$ cat config.mk
export PLATFORM = sky130hd
export DESIGN_NAME = ram_arbiter
export DESIGN_NICKNAME = d
export VERILOG_FILES = /design/src/rtl/ram_arb_pkg.sv /design/src/rtl/rr_pick.sv /design/src/rtl/ram_arbiter.sv
export SDC_FILE = /design/constraint.sdc
export NUM_CORES = 1
export LEC_CHECK = 0
export ABC_AREA = 1
export CAP_MARGIN = 0
export CORE_MARGIN = 4
export CORE_UTILIZATION = 39
export DETAILED_ROUTE_END_ITERATION = 7
export GPL_TIMING_DRIVEN = 0
export PLACE_DENSITY = 0.79
export REMOVE_ABC_BUFFERS = 1
export SETUP_SLACK_MARGIN = 0.02
export SLEW_MARGIN = 40
export SYNTH_ARGS = -nofsm -noshare
export SYNTH_HDL_FRONTEND = slang
export SYNTH_SLANG_ARGS = --single-unit
$ cat constraint.sdc
create_clock -name clk -period 1.75 [get_ports clk]
set_clock_uncertainty 0.15 [all_clocks]
set_input_delay 0.175 -clock clk [delete_from_list [all_inputs] [get_ports clk]]
set_output_delay 0.175 -clock clk [all_outputs]
set_load 0.005 [all_outputs]
$ cat src/rtl/ram_arb_pkg.sv
// Shared types and constants for the RAM arbiter: FSM states, request payload,
// default widths and the modulo increment used by the round-robin pointer.
package ram_arb_pkg;

  localparam int unsigned DEF_AW = 8;
  localparam int unsigned DEF_DW = 8;

  typedef enum logic {
    INIT = 1'b0,
    RUN  = 1'b1
  } state_t;

  // Field widths track DEF_AW/DEF_DW; the top casts to its own AW/DW.
  typedef struct packed {
    logic              we;
    logic [DEF_AW-1:0] addr;
    logic [DEF_DW-1:0] wdata;
  } req_t;

  function automatic int unsigned wrap_add(int unsigned a, int unsigned b, int unsigned n);
    return (a + b) % n;
  endfunction

endpackage

$ cat src/rtl/rr_pick.sv
// Round-robin winner search: first set bit of valid at or after ptr, wrapping
// modulo N; returns a one-hot grant, the winner index and a found flag.
module rr_pick
  import ram_arb_pkg::*;
#(
  parameter int unsigned N  = 2,
  parameter int unsigned PW = (N > 1) ? $clog2(N) : 1
) (
  input  logic [N-1:0]  valid,
  input  logic [PW-1:0] ptr,
  output logic [N-1:0]  grant,
  output logic          found,
  output logic [PW-1:0] idx
);

  always_comb begin
    found = 1'b0;
    idx   = '0;
    for (int unsigned k = 0; k < N; k++) begin
      if (!found && valid[PW'(wrap_add(32'(ptr), k, N))]) begin
        found = 1'b1;
        idx   = PW'(wrap_add(32'(ptr), k, N));
      end
    end
    grant = found ? (N'(1) << idx) : '0;
  end

endmodule

$ cat src/rtl/ram_arbiter.sv
// Round-robin sequencer sharing one synchronous single-port RAM between N_REQ
// requesters. Define RAM_INIT_EN to zero-fill the RAM after every reset.
module ram_arbiter
  import ram_arb_pkg::*;
#(
  parameter int unsigned N_REQ = 2,
  parameter int unsigned AW    = DEF_AW,
  parameter int unsigned DW    = DEF_DW
) (
  input  logic               clk,
  input  logic               rst,
  input  logic [N_REQ-1:0]   req_valid,
  output logic [N_REQ-1:0]   req_ready,
  input  logic [N_REQ-1:0]   req_we,
  input  logic [N_REQ*AW-1:0] req_addr,
  input  logic [N_REQ*DW-1:0] req_wdata,
  output logic [N_REQ-1:0]   rsp_valid,
  output logic [DW-1:0]      rsp_rdata,
  output logic               ram_en,
  output logic               ram_we,
  output logic [AW-1:0]      ram_address,
  output logic [DW-1:0]      ram_data_in,
  input  logic [DW-1:0]      ram_data_out,
  output logic               busy
);

  localparam int unsigned PW = (N_REQ > 1) ? $clog2(N_REQ) : 1;

`ifdef RAM_INIT_EN
  localparam state_t RESET_STATE = INIT;
`else
  localparam state_t RESET_STATE = RUN;
`endif

  state_t           state, state_next;
  logic [PW-1:0]    rr_ptr, rr_ptr_next;
  logic             ram_en_next, ram_we_next;
  logic [AW-1:0]    ram_address_next;
  logic [DW-1:0]    ram_data_in_next;
  logic             rd_pend, rd_pend_next;
  logic [PW-1:0]    rd_tag, rd_tag_next;
  logic [N_REQ-1:0] rsp_valid_next;
  logic [DW-1:0]    rdata_hold, rdata_hold_next;
  logic [N_REQ-1:0] grant;
  logic             found;
  logic [PW-1:0]    win;
  logic             xfer;
  req_t             sel;

`ifdef RAM_INIT_EN
  logic [AW-1:0]    init_cnt, init_cnt_next;
  logic             init_done, init_done_next;
`endif

  rr_pick #(.N(N_REQ)) u_pick (
    .valid (req_valid),
    .ptr   (rr_ptr),
    .grant (grant),
    .found (found),
    .idx   (win)
  );

  // Ready is a combinational grant so a request can transfer in the cycle it is seen.
  assign req_ready = (state == RUN && !rst && found) ? grant : '0;
  assign xfer      = |(req_valid & req_ready);

  always_comb begin
    sel.we    = req_we[win];
    sel.addr  = DEF_AW'(req_addr[int'(win)*AW +: AW]);
    sel.wdata = DEF_DW'(req_wdata[int'(win)*DW +: DW]);
  end

  // RAM data arrives the cycle after the strobe, aligned with the registered tag.
  assign rsp_rdata = (|rsp_valid) ? ram_data_out : rdata_hold;

`ifdef RAM_INIT_EN
  assign busy = (state != RUN);
`else
  assign busy = 1'b0;
`endif

  always_comb begin
    state_next       = state;
    rr_ptr_next      = rr_ptr;
    ram_en_next      = 1'b0;
    ram_we_next      = 1'b0;
    ram_address_next = ram_address;
    ram_data_in_next = ram_data_in;
    rd_pend_next     = 1'b0;
    rd_tag_next      = rd_tag;
    rsp_valid_next   = '0;
    rdata_hold_next  = rsp_rdata;
`ifdef RAM_INIT_EN
    init_cnt_next    = init_cnt;
    init_done_next   = init_done;
`endif

    if (rd_pend) begin
      rsp_valid_next[rd_tag] = 1'b1;
    end

    case (state)
      INIT: begin
`ifdef RAM_INIT_EN
        // One zero write per cycle; one drain cycle after the counter wraps.
        if (!init_done) begin
          ram_en_next      = 1'b1;
          ram_we_next      = 1'b1;
          ram_address_next = init_cnt;
          ram_data_in_next = '0;
          init_cnt_next    = init_cnt + AW'(1);
          if (init_cnt == '1) begin
            init_done_next = 1'b1;
          end
        end else begin
          init_done_next = 1'b0;
          state_next     = RUN;
        end
`else
        state_next = RUN;
`endif
      end
      RUN: begin
        if (xfer) begin
          rr_ptr_next      = PW'(wrap_add(32'(win), 1, N_REQ));
          ram_en_next      = 1'b1;
          ram_we_next      = sel.we;
          ram_address_next = AW'(sel.addr);
          ram_data_in_next = DW'(sel.wdata);
          rd_pend_next     = !sel.we;
          rd_tag_next      = win;
        end
      end
      default: state_next = RESET_STATE;
    endcase
  end

  always_ff @(posedge clk or posedge rst) begin
    if (rst) begin
      state <= RESET_STATE;
    end else begin
      state <= state_next;
    end
  end

  always_ff @(posedge clk or posedge rst) begin
    if (rst) begin
      rr_ptr      <= '0;
      ram_en      <= 1'b0;
      ram_we      <= 1'b0;
      ram_address <= '0;
      ram_data_in <= '0;
      rd_pend     <= 1'b0;
      rd_tag      <= '0;
      rsp_valid   <= '0;
      rdata_hold  <= '0;
    end else begin
      rr_ptr      <= rr_ptr_next;
      ram_en      <= ram_en_next;
      ram_we      <= ram_we_next;
      ram_address <= ram_address_next;
      ram_data_in <= ram_data_in_next;
      rd_pend     <= rd_pend_next;
      rd_tag      <= rd_tag_next;
      rsp_valid   <= rsp_valid_next;
      rdata_hold  <= rdata_hold_next;
    end
  end

`ifdef RAM_INIT_EN
  always_ff @(posedge clk or posedge rst) begin
    if (rst) begin
      init_cnt  <= '0;
      init_done <= 1'b0;
    end else begin
      init_cnt  <= init_cnt_next;
      init_done <= init_done_next;
    end
  end
`endif

endmodule

======== Word-level counts from Yosys, hierarchy flattened ========
Cells that the tools add are included.
word-level totals
  register bits ........................... 31
  input bits .............................. 46
  output and inout bits ................... 31
  word-level logic and storage cells ...... 47
cells by class
  add/sub/neg operators ................... 2
  $lt $le $gt $ge ......................... 5
  shift operators ......................... 3
  muxes and demuxes ....................... 19
  bitwise operators ....................... 1
  reduce and logical (&&, ||, !) cells .... 8
operators by type and width
  kind                   count
  $shiftx A16 B5 Y8      2
  $mux W1                14
  $lt A1 B2 Y1 const B   4
  $mux W8                1
  $mux W2                3
  $reduce_or A2 Y1       2
  $logic_and A1 B1 Y1    3
  $logic_not A1 Y1       3
  $add A1 B1 Y1 const B  2
  $and A2 B2 Y2          1
  $shl A1 B1 Y2 const A  1
  $demux W1 S1           1
  $ge A1 B1 Y1 const B   1

======== Logic depth before layout (Yosys ltp) ========
  word-level depth ........................ 12
  mapped depth ............................ 8
  depth with buffers taken out ............ 7

======== Cells and area by module ========
From an unflattened synthesis, not the netlist that was laid out.
second synthesis, totals
  cells, all modules ...................... 191
  area, all modules ....................... 1,490.2 µm²
modules (own cells, without submodules)
  module       times used  cells an instance  area each (µm²)  seq. area each (µm²)
  ram_arbiter  1           184                1,460.2          775.7
  rr_pick      1           7                  30.0             0.0

======== Worst setup path after synthesis ========
No wires, ideal clock.
  path kind ............................... input -> register
  from .................................... input rst
  to ...................................... register ram_address[2]
  setup time .............................. 116 ps
  data arrival time ....................... 1,495 ps
  required time ........................... 1,484 ps
  path slack .............................. -11 ps
  stages on the path ...................... 5
  path buffers ............................ 1
  cell sequence ........................... inv_1 nand3_4 buf_2 nand3_1 nand2_1
on the way
  longest elaborated chain between the ends .. 5
RTL lines
  element                            line                text
  start, declared                    ram_arbiter.sv:11   input logic rst,
  $logic_not A1 Y1 (no source line)  -
  $logic_and A1 B1 Y1                ram_arbiter.sv:64   assign req_ready = (state == RUN && !rst && found) ? grant : '0;
  $mux W2                            ram_arbiter.sv:64
  $and A2 B2 Y2                      ram_arbiter.sv:65   assign xfer = |(req_valid & req_ready);
  $reduce_or A2 Y1                   ram_arbiter.sv:65
  end signal, assigned               ram_arbiter.sv:161  ram_address <= ram_address_next;
  end, declared                      ram_arbiter.sv:21   output logic [AW-1:0] ram_address,
No other way between the ends.
A chain may end at the register's enable or synchronous reset.

======== Worst setup path in the final report ========
  from .................................... register rsp_valid[0]
  to ...................................... output rsp_rdata[6]
on the way
  longest elaborated chain between the ends .. 2
RTL lines
  element                 line                text
  start, declared         ram_arbiter.sv:17   output logic [N_REQ-1:0] rsp_valid,
  start signal, assigned  ram_arbiter.sv:165  rsp_valid <= rsp_valid_next;
  $reduce_or A2 Y1        ram_arbiter.sv:74   assign rsp_rdata = (|rsp_valid) ? ram_data_out : rdata_hold;
  $mux W8                 ram_arbiter.sv:74
  end, declared           ram_arbiter.sv:18   output logic [DW-1:0] rsp_rdata,
No other way between the ends.

==> reports/results.tsv <==
stage	metric	value	unit
logic_synthesis	multiplexer share of the synthesized area	0	
global_route	first-pass GRT wire length	6870	µm
power	Clk pwr share	0.236	
clock_tree	clock sinks	31	
global_route	GR Layer Usage met1	0.205	
clock_tree	Max Root-Sink Buffers	2	
hold_path	HP Class	in -> async	
final_layout	Syn-to-layout area delta	72.1	%
run_status	status	finished, final reports clean	
logic_synthesis	Post-Syn Area	0.00149	mm²
power	sequential share of power	0.387	
setup_path	R2R setup slack	240	ps
setup_path	WS Path Type	reg -> out	
place	RD Place Congestion	0.792	
final_layout	layout cell share with drive strength beyond 1	0.187	
clock_tree	CTS tree	built	
clock_tree	htree depth	2	
global_route	vias in the first global route	1510	
final_layout	n_diodes	0	
floorplanning	Initial Util	0.405	
global_route	initial antenna violation count	0	
global_route	most used routing layer	met2	
sta	RSZ-0062 raised after global routing	true	
final_layout	number of fill cells	299	
logic_synthesis	yosys warns	0	
detailed_routing	ANT nets after route	0	
logic_synthesis	synth unique cells	16	
detailed_routing	Routed WL	4360	µm
power	sw frac	0.281	
logic_synthesis	Post-synth EDFFs	0	
sta	Slew Limit Fails	0	
sta	final hold vios	0	
place	post-detail-place hpwl	2620	µm
setup_path	largest fanout on the critical path	5	
sta	Final period util	0.973	
floorplanning	DIE AREA	0.00488	mm²
global_route	M3 GR Usage	0.0763	
floorplanning	die width	69.9	µm
final_layout	flip-flop and latch area	778	µm²
global_route	grt ovf	0	
global_route	met2 usage in global routing	0.303	
detailed_routing	First-pass DRT Iterations	4	
power	leak pwr	1.35	nW
sta	Final Setup Violations	0	
logic_synthesis	Post-synth ARST share	1.00	
clock_tree	Worst-Skew Late Latency	270	ps
power	Psw	0.000715	W
setup_path	critical path capture point type	output port	
detailed_routing	WL/cell	13.1	µm
power	total power draw	0.00254	W
logic_synthesis	xor-xnor portion of the synthesized cell area	0	
setup_path	Worst Setup Start Kind	register	
global_route	Tot GR Track Use	0.179	
logic_synthesis	simple-gate portion of the synthesized area	0.381	
clock_tree	root buffer cell	clkbuf_8	
logic_synthesis	Compound-Gate Fraction of Synth Area	0.0335	
floorplanning	floorplan core area	0.00369	mm²
setup_path	FF-to-FF Start	rr_ptr	
logic_synthesis	main combinational cell family by area after synthesis	simple AND/OR/NAND/NOR gates	
run	max-cap violations	0	
logic_synthesis	register area share after synthesis	0.520	
place	buffers added on ports	75	
global_route	largest net degree at the start of global routing	21	
logic_synthesis	Mapped Cells	185	
final_layout	nets	329	
sta	minimum clock period	1700	ps
floorplanning	row count	22	
logic_synthesis	Post-Synth Adder-Cell Area	0	
power	Pint	0.00183	W
sta	fmax	587	MHz
power	Comb pwr share	0.378	
setup_path	CP required	1420	ps
power	P per Cell Area	989	mW/mm²
final_layout	multi-input gate area in the final layout	646	µm²
floorplanning	# IOs	77	
setup_path	crit path DAT	1380	ps
logic_synthesis	Post-Syn Area per Cell	8.07	µm²
logic_synthesis	Seq cells post-synth	31	
sta	Total Negative Setup Slacks	0	ps
detailed_routing	# DRC	0	
clock_tree	Num CTS Buffers	5	
detailed_routing	DR vias/cell	4.58	
power	Max VDD drop	506	µV
setup_path	crit path launch	rsp_valid[0]	
logic_synthesis	Most used DFF post-synth	dfrtp_1	
detailed_routing	drt first-iter violations	62	
clock_tree	Clk pin slew, worst setup/hold paths	60	ps
floorplanning	Die Ht	69.9	µm
detailed_routing	Vias	1521	
cells in the mapped netlist, types with 2 or more instances:
master	number	area, µm²
nand2_1	84	315
nand3_1	32	160
dfrtp_1	31	776
o21ai_0	9	45.0
inv_1	8	30.0
buf_2	3	15.0
buf_4	3	22.5
nand2_4	3	33.8
nor2_1	3	11.3
buf_6	2	22.5
nand3_4	2	35.0
final timing paths:
check | endpoint | depth (start not counted)
min in group clk | rsp_valid[0] | 1
hold / removal | ram_data_in[0] | 3
setup reg to reg | rd_pend | 6
max in group asynchronous | ram_we | 3
hold reg to reg | rsp_valid[0] | 1
setup / recovery | rsp_rdata[6] | 7
cell families after synthesis:
logic type | Yosys count
other | 1
flip-flops | 31
AO/OA/AOI/OAI | 10
AND/OR/NAND/NOR | 126
buffers and inverters | 17
per-stage QoR:
stage	cell area (µm²)	cells	util	hold WS, ps	worst slack (ps)
floorplan	1430	177	-	193	-60.3
global placement	2240	300	0.608	285	-1250
detailed placement	2240	300	0.608	291	-856
CTS	2500	326	0.679	31.6	-138
global route	2570	332	0.696	45.4	-39.7
finish	2570	332	0.696	40.4	46.8
power by group through the flow:
stage	logic (W)	clock network [W]	registers (W)
after floorplan	0.000311	0	0.000990
after global placement	0.000838	0	0.000986
after detailed placement	0.000848	0	0.000989
after CTS	0.000884	0.000615	0.000977
after global routing	0.00106	0.000654	0.00100
final	0.000959	0.000599	0.000982
cell usage in the layout (no fill, tap or decap), types with 3 or more instances in the layout:
cell	instances
buf_4	19
o21ai_1	3
buf_2	4
dlymetal6s2s_1	3
clkbuf_8	7
buf_6	4
dfrtp_1	29
nand2_2	3
clkdlybuf4s50_1	62
nand2_1	81
dlygate4sd2_1	4
nand2_4	3
nand3_1	32
inv_1	5
o21ai_0	4
inv_2	3
cell type report:
type,instances,area share
inverters,9,0.0234
repair buffers,98,0.357
flip-flops and latches,31,0.303
repair inverters,1,0.00341
well taps,48,0.0234
multi-input cells,137,0.251
clock buffers,8,0.0390
repair_timing:
item / in CTS / in global routing
gates resized for setup: 35 / 23
hold buffers: 1 / 0
buffers inserted: 16 / 9
pin swaps: 4 / 4
gates cloned: 1 / 0
endpoints found under the setup margin: 31 / 9
hold endpoints to repair: 16 / 0
per-layer routing:
| layer | wire, µm | vias up | part of all wire |
|---|---|---|---|
| met1 | 1760 | 663 | 0.40 |
| met4 | 57 | 0 | 0.013 |
| met2 | 2170 | 67 | 0.50 |
| met3 | 368 | 6 | 0.085 |
| met5 | 0 | - | 0 |
| li1 | - | 785 | - |
worst max-delay path, cell delays in order (launching register included):
cell and delay [ps]:
dfrtp_2 460, nor2_4 140, buf_4 140, buf_6 80, buf_4 90, nand2_2 40, nand2_2 70, buf_6 90
sequential cells by signal (all words and copies together), names as in the netlist:
name / flops
rd_pend: 1
rr_ptr: 1
ram_data_in: 8
rdata_hold: 8
ram_en: 1
rd_tag: 1
ram_address: 8
rsp_valid: 2
ram_we: 1
(Power assumes the default switching activity.)
